==> src/rtl/wb_arbiter_if.sv <==
// Bundle of the write-back arbiter's pipeline-facing signals: ALU results, long-unit results,
// long-op issue tracking, decode hazard queries and the registered register-file write port.
interface wb_arbiter_if #(
  parameter int DATA_W = 32,
  parameter int ADDR_W = 5
);
  logic              alu_valid;
  logic [ADDR_W-1:0] alu_rd;
  logic [DATA_W-1:0] alu_data;
  logic              alu_hold;
  logic              lu_valid;
  logic              lu_ready;
  logic [ADDR_W-1:0] lu_rd;
  logic [DATA_W-1:0] lu_data;
  logic              iss_valid;
  logic [ADDR_W-1:0] iss_rd;
  logic [ADDR_W-1:0] rs;
  logic [ADDR_W-1:0] rt;
  logic              rs_busy;
  logic              rt_busy;
  logic              rf_we;
  logic [ADDR_W-1:0] rf_rd;
  logic [DATA_W-1:0] rf_wdata;
  logic              proto_err;

  // The arbiter itself.
  modport slave (
    input  alu_valid, alu_rd, alu_data, lu_valid, lu_rd, lu_data,
           iss_valid, iss_rd, rs, rt,
    output alu_hold, lu_ready, rs_busy, rt_busy, rf_we, rf_rd, rf_wdata, proto_err
  );

  // The pipeline stages driving and observing the arbiter.
  modport master (
    output alu_valid, alu_rd, alu_data, lu_valid, lu_rd, lu_data,
           iss_valid, iss_rd, rs, rt,
    input  alu_hold, lu_ready, rs_busy, rt_busy, rf_we, rf_rd, rf_wdata, proto_err
  );
endinterface

==> src/rtl/wb_arbiter.sv <==
// Write-back arbiter: merges ALU results with buffered long-latency results into one
// registered register-file write per cycle, and keeps the pending-write scoreboard for decode.
module wb_arbiter #(
  parameter int DATA_W     = 32,
  parameter int ADDR_W     = 5,
  parameter int FIFO_DEPTH = 4,
  parameter int STARVE_MAX = 3
) (
  input  logic        clk,
  input  logic        rst,
  wb_arbiter_if.slave bus
);
  localparam int PTR_W = $clog2(FIFO_DEPTH);
  localparam int CNT_W = PTR_W + 1;
  localparam int SW    = (STARVE_MAX < 1) ? 1 : $clog2(STARVE_MAX + 1);
  localparam int NREG  = 1 << ADDR_W;
  localparam logic [CNT_W-1:0]  FULL_CNT   = CNT_W'(FIFO_DEPTH);
  localparam logic [SW-1:0]     STARVE_LIM = SW'(STARVE_MAX);
  localparam logic [ADDR_W-1:0] ZERO_RD    = '0;

  typedef struct packed {
    logic [ADDR_W-1:0] rd;
    logic [DATA_W-1:0] data;
  } entry_t;

  entry_t            fifo_mem_r [FIFO_DEPTH];
  logic [PTR_W-1:0]  wr_ptr_r;
  logic [PTR_W-1:0]  rd_ptr_r;
  logic [CNT_W-1:0]  count_r;
  logic [SW-1:0]     starve_r;
  logic [NREG-1:0]   pending_r;
  logic              rf_we_r;
  logic [ADDR_W-1:0] rf_rd_r;
  logic [DATA_W-1:0] rf_wdata_r;
  logic              src_fifo_r;
  logic              proto_err_r;

  logic              alu_hold_s;
  logic              lu_ready_s;
  logic              fifo_empty_s;
  logic              alu_take_s;
  logic              pop_s;
  logic              push_s;
  logic [ADDR_W-1:0] sel_rd_s;
  logic [DATA_W-1:0] sel_data_s;
  logic [SW-1:0]     starve_nxt_s;
  logic [CNT_W-1:0]  count_nxt_s;
  logic [NREG-1:0]   clr_mask_s;
  logic [NREG-1:0]   set_mask_s;
  logic [NREG-1:0]   pending_nxt_s;

  assign fifo_empty_s = (count_r == '0);
  assign lu_ready_s   = (count_r != FULL_CNT);
  assign alu_hold_s   = (starve_r == STARVE_LIM);
  assign push_s       = bus.lu_valid && lu_ready_s && (bus.lu_rd != ZERO_RD);

  // Pick this cycle's write source: a real ALU result wins unless held, else the FIFO head.
  always_comb begin
    alu_take_s = 1'b0;
    pop_s      = 1'b0;
    sel_rd_s   = rf_rd_r;
    sel_data_s = rf_wdata_r;
    if (!alu_hold_s && bus.alu_valid && (bus.alu_rd != ZERO_RD)) begin
      alu_take_s = 1'b1;
      sel_rd_s   = bus.alu_rd;
      sel_data_s = bus.alu_data;
    end else if (!fifo_empty_s) begin
      pop_s      = 1'b1;
      sel_rd_s   = fifo_mem_r[rd_ptr_r].rd;
      sel_data_s = fifo_mem_r[rd_ptr_r].data;
    end else begin
      pop_s      = 1'b0;
    end
  end

  // Starvation counter, FIFO occupancy and scoreboard next state.
  always_comb begin
    starve_nxt_s = starve_r;
    count_nxt_s  = count_r;
    if (pop_s || fifo_empty_s) begin
      starve_nxt_s = '0;
    end else if (alu_take_s && (starve_r != STARVE_LIM)) begin
      starve_nxt_s = starve_r + SW'(1);
    end else begin
      starve_nxt_s = starve_r;
    end
    case ({push_s, pop_s})
      2'b10:   count_nxt_s = count_r + CNT_W'(1);
      2'b01:   count_nxt_s = count_r - CNT_W'(1);
      default: count_nxt_s = count_r;
    endcase
    // Clear for the FIFO write committing now, set for a new issue; set applied last so it wins.
    clr_mask_s    = (rf_we_r && src_fifo_r) ? (NREG'(1'b1) << rf_rd_r) : '0;
    set_mask_s    = bus.iss_valid ? (NREG'(1'b1) << bus.iss_rd) : '0;
    pending_nxt_s = ((pending_r & ~clr_mask_s) | set_mask_s) & ~NREG'(1'b1);
  end

  // Control state, scoreboard and registered write port.
  always_ff @(posedge clk or posedge rst) begin
    if (rst) begin
      wr_ptr_r    <= '0;
      rd_ptr_r    <= '0;
      count_r     <= '0;
      starve_r    <= '0;
      pending_r   <= '0;
      rf_we_r     <= 1'b0;
      rf_rd_r     <= '0;
      rf_wdata_r  <= '0;
      src_fifo_r  <= 1'b0;
      proto_err_r <= 1'b0;
    end else begin
      wr_ptr_r    <= push_s ? (wr_ptr_r + PTR_W'(1)) : wr_ptr_r;
      rd_ptr_r    <= pop_s ? (rd_ptr_r + PTR_W'(1)) : rd_ptr_r;
      count_r     <= count_nxt_s;
      starve_r    <= starve_nxt_s;
      pending_r   <= pending_nxt_s;
      rf_we_r     <= alu_take_s || pop_s;
      rf_rd_r     <= sel_rd_s;
      rf_wdata_r  <= sel_data_s;
      src_fifo_r  <= pop_s;
      proto_err_r <= proto_err_r || (bus.alu_valid && alu_hold_s);
    end
  end

  // Long-unit result storage.
  always_ff @(posedge clk or posedge rst) begin
    if (rst) begin
      for (int i = 0; i < FIFO_DEPTH; i++) begin
        fifo_mem_r[i] <= '0;
      end
    end else if (push_s) begin
      fifo_mem_r[wr_ptr_r] <= '{rd: bus.lu_rd, data: bus.lu_data};
    end
  end

  assign bus.alu_hold  = alu_hold_s;
  assign bus.lu_ready  = lu_ready_s;
  assign bus.rs_busy   = pending_r[bus.rs];
  assign bus.rt_busy   = pending_r[bus.rt];
  assign bus.rf_we     = rf_we_r;
  assign bus.rf_rd     = rf_rd_r;
  assign bus.rf_wdata  = rf_wdata_r;
  assign bus.proto_err = proto_err_r;
endmodule
==> src/flat_wrapper.sv <==
// flat-port wrapper written by rule: the top's interface ports become plain ports
module wb_arbiter_flat 
#(
  parameter int DATA_W     = 32,
  parameter int ADDR_W     = 5,
  parameter int FIFO_DEPTH = 4,
  parameter int STARVE_MAX = 3
)
  (clk, rst, bus_alu_valid, bus_alu_rd, bus_alu_data, bus_lu_valid, bus_lu_rd, bus_lu_data, bus_iss_valid, bus_iss_rd, bus_rs, bus_rt, bus_alu_hold, bus_lu_ready, bus_rs_busy, bus_rt_busy, bus_rf_we, bus_rf_rd, bus_rf_wdata, bus_proto_err);
  wb_arbiter_if #(.DATA_W(DATA_W), .ADDR_W(ADDR_W)) bus_i ();
  input  logic clk;
  input  logic rst;
  input wire logic [$bits(bus_i.alu_valid)-1:0] bus_alu_valid;
  input wire logic [$bits(bus_i.alu_rd)-1:0] bus_alu_rd;
  input wire logic [$bits(bus_i.alu_data)-1:0] bus_alu_data;
  input wire logic [$bits(bus_i.lu_valid)-1:0] bus_lu_valid;
  input wire logic [$bits(bus_i.lu_rd)-1:0] bus_lu_rd;
  input wire logic [$bits(bus_i.lu_data)-1:0] bus_lu_data;
  input wire logic [$bits(bus_i.iss_valid)-1:0] bus_iss_valid;
  input wire logic [$bits(bus_i.iss_rd)-1:0] bus_iss_rd;
  input wire logic [$bits(bus_i.rs)-1:0] bus_rs;
  input wire logic [$bits(bus_i.rt)-1:0] bus_rt;
  output wire logic [$bits(bus_i.alu_hold)-1:0] bus_alu_hold;
  output wire logic [$bits(bus_i.lu_ready)-1:0] bus_lu_ready;
  output wire logic [$bits(bus_i.rs_busy)-1:0] bus_rs_busy;
  output wire logic [$bits(bus_i.rt_busy)-1:0] bus_rt_busy;
  output wire logic [$bits(bus_i.rf_we)-1:0] bus_rf_we;
  output wire logic [$bits(bus_i.rf_rd)-1:0] bus_rf_rd;
  output wire logic [$bits(bus_i.rf_wdata)-1:0] bus_rf_wdata;
  output wire logic [$bits(bus_i.proto_err)-1:0] bus_proto_err;
  assign bus_i.alu_valid = bus_alu_valid;
  assign bus_i.alu_rd = bus_alu_rd;
  assign bus_i.alu_data = bus_alu_data;
  assign bus_i.lu_valid = bus_lu_valid;
  assign bus_i.lu_rd = bus_lu_rd;
  assign bus_i.lu_data = bus_lu_data;
  assign bus_i.iss_valid = bus_iss_valid;
  assign bus_i.iss_rd = bus_iss_rd;
  assign bus_i.rs = bus_rs;
  assign bus_i.rt = bus_rt;
  assign bus_alu_hold = bus_i.alu_hold;
  assign bus_lu_ready = bus_i.lu_ready;
  assign bus_rs_busy = bus_i.rs_busy;
  assign bus_rt_busy = bus_i.rt_busy;
  assign bus_rf_we = bus_i.rf_we;
  assign bus_rf_rd = bus_i.rf_rd;
  assign bus_rf_wdata = bus_i.rf_wdata;
  assign bus_proto_err = bus_i.proto_err;
  wb_arbiter #(.DATA_W(DATA_W), .ADDR_W(ADDR_W), .FIFO_DEPTH(FIFO_DEPTH), .STARVE_MAX(STARVE_MAX)) u_core (.clk(clk), .rst(rst), .bus(bus_i));
endmodule
==> config.mk <==
export PLATFORM = sky130hd
export DESIGN_NAME = wb_arbiter_flat
export DESIGN_NICKNAME = d
export VERILOG_FILES = /design/src/rtl/wb_arbiter_if.sv /design/src/rtl/wb_arbiter.sv /design/src/flat_wrapper.sv
export SDC_FILE = /design/constraint.sdc
export NUM_CORES = 1
export LEC_CHECK = 0
export CORE_AREA = 2 2 137 139
export CTS_BUF_LIST = sky130_fd_sc_hd__clkbuf_2 sky130_fd_sc_hd__clkbuf_4 sky130_fd_sc_hd__clkbuf_8
export CTS_CLUSTER_DIAMETER = 80
export CTS_CLUSTER_SIZE = 40
export DETAILED_ROUTE_END_ITERATION = 6
export DIE_AREA = 0 0 139 141
export PLACE_DENSITY = 0.87
export SYNTH_ARGS = -nofsm -noshare
export SYNTH_HDL_FRONTEND = slang
export SYNTH_SLANG_ARGS = --single-unit
==> constraint.sdc <==
create_clock -name clk -period 11.9 [get_ports clk]
set_clock_uncertainty 0.1 [all_clocks]
set_input_delay 1.19 -clock clk [delete_from_list [all_inputs] [get_ports clk]]
set_output_delay 1.19 -clock clk [all_outputs]
set_load 0.005 [all_outputs]
**After elaboration in Yosys (flattened, before gate mapping)**

Cells that the tools add are included.

- Bits in registers: 228
- Latch bits: 0
- Bits in writable memories: 0
- Bits in read-only memories: 0
- Input bits: 94
- Output and inout bits: 43
- Logic and storage cells: 80
- Memories kept: 0

- Add/sub/neg operators: 5
- Multiply operators: 0
- Divide/modulo/power cells: 0
- Magnitude comparators: 5
- Eq/ne operators: 6
- Shift-type cells: 2
- Mux-type cells: 22
- Bitwise operators: 5
- Reductions and logical operators: 17

Operator list:

| cell | count |
|---|---|
| 148-bit bitwise mux | 1 |
| 32-bit two-way mux | 4 |
| 37-bit two-way mux | 3 |
| 37-bit binary-select mux with 2-bit select | 1 |
| 37-bit demux with 2-bit select | 1 |
| 1-bit by 5-bit left shift with 32-bit output (first input constant) | 2 |
| 32-bit bitwise AND | 1 |
| 32-bit NOT | 1 |
| 32-bit OR | 1 |
| 5-bit by 6-bit < comparator with 1-bit output (second input constant) | 2 |
| 1-bit binary-select mux with 5-bit select | 2 |
| 5-bit two-way mux | 2 |
| 5-bit nonzero test | 2 |
| 1-bit logical AND | 8 |
| 2-bit by 1-bit adder with 2-bit output (second input constant) | 3 |
| 3-bit greater-or-equal comparator (second input constant) | 2 |
| 2-bit NOT with 3-bit output | 2 |
| 3-bit case mux with 2 select lines | 1 |
| 1-bit two-way mux | 5 |
| 2-bit == test (second input constant) | 2 |
| 2-bit two-way mux | 2 |
| 2-bit inequality test (second input constant) | 2 |
| 2-bit nonzero test | 2 |
| 3-bit by 1-bit adder with 3-bit output (second input constant) | 1 |
| 7 further kinds | 9 |

**Longest topological paths before layout**

Gate-level depths: netlist of the first run.

- Depth after elaboration: 8
- Mapped depth: 10
- Depth with buffers taken out: 10

**Least setup slack after synthesis of the first run**

OpenSTA, ideal clock, no wires.

- Kind: input-to-output
- Start point: in bus_rs[0]
- End point: out bus_rs_busy
- Data arrival time: 2,345 ps
- Slack: 8,265 ps
- Cell stages on the path: 5
- Buffers on the path: 1
- Cells stage by stage: clkbuf_1 > mux4_2 > nand2b_1 > o211ai_1 > nand4_1

- Cells in the longest elaborated chain, start to end: 2

Ends and longest elaborated chain:

| what | RTL line | RTL |
|---|---|---|
| start, declared | flat_wrapper.sv:21 | `input wire logic [$bits(bus_i.rs)-1:0] bus_rs;` |
| 1-bit binary-select mux with 5-bit select | wb_arbiter.sv:138 | `assign bus.rs_busy = pending_r[bus.rs];` |
| 1-bit two-way mux (implied by the code) | wb_arbiter.sv:138 |  |
| end, declared | flat_wrapper.sv:25 | `output wire logic [$bits(bus_i.rs_busy)-1:0] bus_rs_busy;` |

Every way passes these cells. The select of a mux whose other input is x is not followed.

**Final worst setup path of the first run**

- Start point: in bus_rt[0]
- End point: out bus_rt_busy

- Cells in the longest elaborated chain, start to end: 2

Ends and longest elaborated chain:

| what | RTL line | RTL |
|---|---|---|
| start, declared | flat_wrapper.sv:22 | `input wire logic [$bits(bus_i.rt)-1:0] bus_rt;` |
| 1-bit binary-select mux with 5-bit select | wb_arbiter.sv:139 | `assign bus.rt_busy = pending_r[bus.rt];` |
| 1-bit two-way mux (implied by the code) | wb_arbiter.sv:139 |  |
| end, declared | flat_wrapper.sv:26 | `output wire logic [$bits(bus_i.rt_busy)-1:0] bus_rt_busy;` |

Every way passes these cells. The select of a mux whose other input is x is not followed.

==> results of run 1 <==
flip-flops by register name, summed over array words and instances, names as in the netlist:
register              flops
u_core.bus.proto_err      1
u_core.bus.rf_rd          5
u_core.bus.rf_wdata      32
u_core.bus.rf_we          1
u_core.count_r            3
u_core.fifo_mem_r       148
u_core.pending_r         31
u_core.rd_ptr_r           2
u_core.src_fifo_r         1
u_core.starve_r           2
u_core.wr_ptr_r           2
cell usage after synthesis, types with 2 or more instances:
master | instances | area [um^2]
a22o_1 | 2 | 17.5
nand2_1 | 86 | 323
mux2i_1 | 19 | 190
mux4_2 | 43 | 968
o21ai_0 | 63 | 315
dfrtp_1 | 228 | 5710
or3b_2 | 3 | 26.3
nor2b_1 | 8 | 50.1
nand4b_1 | 2 | 17.5
nand2_8 | 4 | 80.1
or3_1 | 3 | 18.8
buf_12 | 12 | 240
nand2b_1 | 6 | 37.5
xor2_1 | 3 | 26.3
mux2_4 | 120 | 1800
nand3_1 | 14 | 70.1
o211ai_1 | 2 | 15.0
a22oi_1 | 4 | 30.0
ha_1 | 6 | 75.1
inv_1 | 9 | 33.8
xnor2_1 | 3 | 26.3
a31oi_1 | 35 | 219
a211oi_1 | 2 | 15.0
buf_2 | 10 | 50.1
buf_1 | 4 | 15.0
nor2_1 | 42 | 158
nand3b_1 | 3 | 22.5
or4_1 | 2 | 15.0
a21oi_1 | 6 | 30.0
nand4_1 | 4 | 25.0
o2111ai_1 | 2 | 17.5
mux2_2 | 28 | 315
nor3_1 | 2 | 10.0
clkbuf_1 | 19 | 71.3
layer usage:
layer  vias up  routed length (um)  global-route usage
met3        28                1220              0.0306
met4         0                 307              0.0409
met5         -                   0                   0
met2       199               12100               0.424
li1       3133                   -                   -
met1      3610               10500               0.353
logic make-up after synthesis:
| logic type | after synthesis | synth area share |
|---|---|---|
| AND/OR/NAND/NOR | 182 | 0.0786 |
| XOR/XNOR | 6 | 0.00473 |
| buffers and inverters | 55 | 0.0380 |
| multiplexers | 210 | 0.295 |
| flip-flops | 228 | 0.514 |
| adder cells (fa/ha/maj) | 7 | 0.00856 |
| AO/OA/AOI/OAI | 119 | 0.0614 |
cell type report:
type                       count  area [um^2]
sequential                   228         5710
tap                          234          293
clock inverter                 5         61.3
fill                        1232         5580
clock buffer                  12          165
inverter                       9         41.3
multi-input combinational    524         4990
timing repair buffer         144         1420
final timing paths:
kind | to | cells after the start
min in group asynchronous | u_core.fifo_mem_r[32] | 2
max reg2reg | u_core.count_r[2] | 9
min reg2reg | u_core.starve_r[0] | 1
max in group asynchronous | u_core.pending_r[23] | 3
min | u_core.starve_r[0] | 1
max | bus_rt_busy | 6
through the flow:
stage / instance area (um^2) / instances / power, mW
after detailed placement: 12500 / 1139 / 2.94
after global routing: 12700 / 1156 / 3.47
after CTS: 12700 / 1156 / 3.29
after floorplan: 11100 / 807 / 2.51
after global placement: 12500 / 1139 / 2.86
final: 12700 / 1156 / 3.28
power by group:
| part | internal [mW] | switching (mW) | total [mW] |
|---|---|---|---|
| Clock | 0.105 | 0.244 | 0.349 |
| Sequential | 1.16 | 0.287 | 1.45 |
| Combinational | 0.913 | 0.563 | 1.48 |
| Total | 2.18 | 1.09 | 3.28 |
worst register-to-register path, cell delays in order (launching register included):
cell and delay, ns:
dfrtp_1 0.49, or3b_2 0.56, o211a_1 0.44, inv_1 0.15, ha_1 0.19, inv_1 0.08
fa_1 0.39, xor2_1 0.15, nor2_1 0.12, xor2_1 0.16
==> impl_metrics.env, run 1 <==
export IMPL_grt_usage=0.248
export IMPL_ios=137
export IMPL_synth_ff_type="dfrtp_1"
export IMPL_slowest_stage="clkdlybuf4s50_1"
export IMPL_cpMostUsedCell="clkdlybuf4s50_1"
export IMPL_cellPowerDensity_nw_per_um2=258
export IMPL_diodes=0
export IMPL_cts_tree="done"
export IMPL_setup_tns_final_ns=0
export IMPL_root_buffer="clkbuf_8"
export IMPL_drcViolationCount=0
export IMPL_core_area_um2=18300
export IMPL_yosysSeqAreaShare=0.514
export IMPL_ir_drop_mv=0.133
export IMPL_finalSetupViolations=0
export IMPL_clk_path_buf_depth=3
export IMPL_fin_ws_ns=7.35
export IMPL_cap_violations=0
export IMPL_slew_violations=0
export IMPL_layout_nets=1019
export IMPL_port_buffers=136
export IMPL_final_cell_mix="dfrtp_1 (227), clkdlybuf4s50_1 (136), mux2_4 (120)"
export IMPL_drt_iter0_drc=552
export IMPL_path_cells="clkdlybuf4s50_1 > mux4_2 > nand2b_1 > o211ai_1 > nand4_1 > clkdlybuf4s50_1"
export IMPL_grt_max_degree=86
export IMPL_dpl_hpwl_um=16300
export IMPL_synth_cell_types=42
export IMPL_via_count=6970
export IMPL_die_h_um=141
export IMPL_post_place_ws_ns=7.35
export IMPL_rrSetupSlack_ns=9.02
export IMPL_std_cell_rows=50
export IMPL_cts_sinks=228
export IMPL_async_reset_ff_frac=1.00
export IMPL_status="finished clean"
export IMPL_cts_made_buffers=11
export IMPL_overflow=0
export IMPL_cp_arrival_ns=3.26
export IMPL_cp_end_kind="primary output"
export IMPL_drive_gt1_frac=0.246
export IMPL_hp_class="flip-flop to flip-flop"
export IMPL_p_leak_nw=5.61
export IMPL_ys_ff_latch=228
export IMPL_hold_viol=0
export IMPL_antenna_found_initial=0
export IMPL_ant_nets=0
export IMPL_final_core_utilization=0.694
export IMPL_worst_slew_pin_slew_ns=0.931
export IMPL_path_delay_family="buffers and inverters"
export IMPL_fin_hold_ws_ns=0.361
export IMPL_fmax_ghz=0.220
export IMPL_rsz0062_at_grt="no"
export IMPL_hold_buffers=0
export IMPL_worst_slew_margin_rel=0.380
export IMPL_avgViaCountPerCell=6.03
export IMPL_grt_pass1_vias=7246
export IMPL_netlist_instances=807
export IMPL_drt_pass1_iter_count=5
export IMPL_area_delta_synth_final_pct=14.2
export IMPL_gp_congestion=0.897
export IMPL_cp_slowest_stage_delay_ns=0.67
export IMPL_wl_per_cell_um=20.8
export IMPL_cp_num_buf_inv=2
export IMPL_routed_wl_um=24100
export IMPL_start_util=0.608
export IMPL_hp_start="u_core.starve_r[0]"
export IMPL_final_common_cell="dfrtp_1"
export IMPL_start_kind="input port"
export IMPL_required_ns=10.61
export IMPL_grt_pass1_wl_um=39400
export IMPL_ctsResizeCount=0
export IMPL_timing_rr_start="u_core.count_r[0]"
export IMPL_synth_area_um2=11100
export IMPL_min_period_over_period=0.382
export IMPL_yosys_warnings=0
export IMPL_syn_num_nets=908
export IMPL_clock_latency_ns=0.54
export IMPL_critPathMaxFanout=7
export IMPL_synth_edf_count=0
export IMPL_crit_path_start="bus_rt[0]"
export IMPL_htree_levels=1
export IMPL_die_area_um2=19600
export IMPL_crit_type="input port to primary output"
export IMPL_avgSynthCellArea_um2=13.8
export IMPL_die_w_um=139
export IMPL_postCtsSetupBuffers=0
export IMPL_period_minus_slack_ns=4.55
export IMPL_clk_pin_slew_ns=0.17
Power figures use the tool's default switching activity.
==> run 2, diff against run 1 <==
--- a/config.mk
+++ b/config.mk
@@ -5,13 +5,13 @@
 export SDC_FILE = /design/constraint.sdc
 export NUM_CORES = 1
 export LEC_CHECK = 0
-export CORE_AREA = 2 2 137 139
+export CORE_AREA = 2 2 150 152
 export CTS_BUF_LIST = sky130_fd_sc_hd__clkbuf_2 sky130_fd_sc_hd__clkbuf_4 sky130_fd_sc_hd__clkbuf_8
 export CTS_CLUSTER_DIAMETER = 80
 export CTS_CLUSTER_SIZE = 40
 export DETAILED_ROUTE_END_ITERATION = 6
-export DIE_AREA = 0 0 139 141
-export PLACE_DENSITY = 0.87
+export DIE_AREA = 0 0 152 154
+export PLACE_DENSITY = 0.77
 export SYNTH_ARGS = -nofsm -noshare
 export SYNTH_HDL_FRONTEND = slang
 export SYNTH_SLANG_ARGS = --single-unit
==> constraint.sdc (replaced) <==
create_clock -name clk -period 3.8 [get_ports clk]
set_clock_uncertainty 0.1 [all_clocks]
set_input_delay 0.38 -clock clk [delete_from_list [all_inputs] [get_ports clk]]
set_output_delay 0.38 -clock clk [all_outputs]
set_load 0.005 [all_outputs]
==> impl_metrics.env, run 2 (synthesized netlist as in run 1, its figures left out) <==
export IMPL_worst_slew_pin_slew_ns=1.06
export IMPL_drive_gt1_frac=0.252
export IMPL_start_util=0.512
export IMPL_cts_sinks=228
export IMPL_cap_violations=0
export IMPL_cellPowerDensity_nw_per_um2=797
export IMPL_top_usage_layer="met2"
export IMPL_cp_end_kind="primary output"
export IMPL_drt_iter0_drc=358
export IMPL_clk_pin_slew_ns=0.19
export IMPL_setup_tns_final_ns=0
export IMPL_slew_violations=0
export IMPL_period_minus_slack_ns=3.06
export IMPL_critPathMaxFanout=12
export IMPL_grt_pass1_vias=7403
export IMPL_seqPwrFrac=0.445
export IMPL_clock_latency_ns=0.52
export IMPL_final_common_cell="dfrtp_1"
export IMPL_antenna_found_initial=1
export IMPL_rsz0062_at_grt="no"
export IMPL_clk_path_buf_depth=3
export IMPL_die_h_um=154
export IMPL_std_cell_rows=54
export IMPL_ios=137
export IMPL_via_count=6947
export IMPL_diodes=0
export IMPL_ant_nets=0
export IMPL_grt_usage=0.208
export IMPL_drcViolationCount=0
export IMPL_postPlaceCellArea_um2=12600
export IMPL_required_ns=3.32
export IMPL_routed_wl_um=24200
export IMPL_core_area_um2=21700
export IMPL_p_int_mw=6.82
export IMPL_layout_nets=1023
export IMPL_multi_input_area_um2=5000
export IMPL_max_flop_register="u_core.fifo_mem_r"
export IMPL_cp_arrival_ns=2.58
export IMPL_root_buffer="clkbuf_8"
export IMPL_die_area_um2=23400
export IMPL_clkPwrFrac=0.105
export IMPL_fmax_ghz=0.327
export IMPL_design_area_um2=12800
export IMPL_area_delta_synth_final_pct=15.3
export IMPL_start_kind="input port"
export IMPL_cts_tree="done"
export IMPL_met1_usage=0.292
export IMPL_cts_made_buffers=11
export IMPL_ir_drop_mv=0.452
export IMPL_fillers=1711
export IMPL_crit_type="input port to primary output"
export IMPL_die_w_um=152
export IMPL_regArea_um2=5710
export IMPL_switching_share=0.331
export IMPL_wl_per_cell_um=20.1
export IMPL_final_cell_mix="dfrtp_1 (226), clkdlybuf4s50_1 (136), mux2_4 (120)"
export IMPL_overflow=0
export IMPL_grt_pass1_wl_um=39600
export IMPL_rrSetupSlack_ns=1.39
export IMPL_postCtsSetupBuffers=0
export IMPL_hold_buffers=0
export IMPL_gp_congestion=0.849
export IMPL_grt_met2_usage=0.352
export IMPL_grt_max_degree=77
export IMPL_finalSetupViolations=0
export IMPL_status="finished clean"
export IMPL_ctsResizeCount=0
export IMPL_hp_class="input port to async pin"
export IMPL_power_frac_comb=0.450
export IMPL_p_sw_mw=3.38
export IMPL_htree_levels=1
export IMPL_min_period_over_period=0.804
export IMPL_hold_viol=0
export IMPL_drt_pass1_iter_count=4
export IMPL_p_leak_nw=5.63
export IMPL_avgViaCountPerCell=5.76
export IMPL_port_buffers=136
export IMPL_largest_reg_flops=148
export IMPL_worst_slew_margin_rel=0.295
export IMPL_dpl_hpwl_um=16000
export IMPL_met3_usage=0.0293
[run 2: layer usage]
metal / wire (um) / vias up / share of wire
li1: - / 3141 / -
met1: 10800 / 3564 / 0.44
met2: 11900 / 208 / 0.49
met3: 1210 / 32 / 0.050
met4: 314 / 2 / 0.013
met5: 13 / - / 0.00054
[run 2: through the flow]
stage / hold WS [ns] / utilization / power [mW] / instances / worst slack, ns
global placement: 0.330 / 0.580 / 9.02 / 1189 / 0.750
CTS: 0.286 / 0.590 / 10.3 / 1206 / 0.791
detailed placement: 0.338 / 0.580 / 9.19 / 1189 / 0.747
global route: 0.271 / 0.590 / 10.9 / 1206 / 0.604
finish: 0.278 / 0.590 / 10.2 / 1206 / 0.743
floorplan: 0.319 / - / 7.85 / 807 / 0.340
[run 2: power by group through the flow]
stage,registers (mW),logic (mW),clock network [mW]
after CTS,4.52,4.64,1.10
final,4.54,4.59,1.07
after global placement,4.51,4.51,0
after detailed placement,4.56,4.64,0
after floorplan,4.20,3.64,0
after global routing,4.69,4.98,1.19
[run 2: worst paths after layout]
path / from / end / cells after the start
min in group clk: bus_alu_data[8] / u_core.bus.rf_wdata[8] / 3
max reg2reg: u_core.count_r[0] / u_core.count_r[2] / 9
min: rst / u_core.bus.rf_rd[2] / 2
max in group asynchronous: rst / u_core.fifo_mem_r[17] / 3
max: bus_rs[2] / bus_rs_busy / 6
min reg2reg: u_core.starve_r[0] / u_core.starve_r[0] / 1
[run 2: worst max-delay path, cell delays in order]
cell and delay [ns]:
clkdlybuf4s50_1 0.86, mux2i_1 0.17, a211oi_1 0.36, nand3_1 0.18
nand4_1 0.12, clkdlybuf4s50_1 0.50
[run 2: area by class of cell]
class                      count  area share
sequential                   228       0.446
timing repair buffer         148       0.116
multi-input combinational    524       0.390
tap                          280      0.0274
clock inverter                 6     0.00538
inverter                       9     0.00293
clock buffer                  11      0.0118
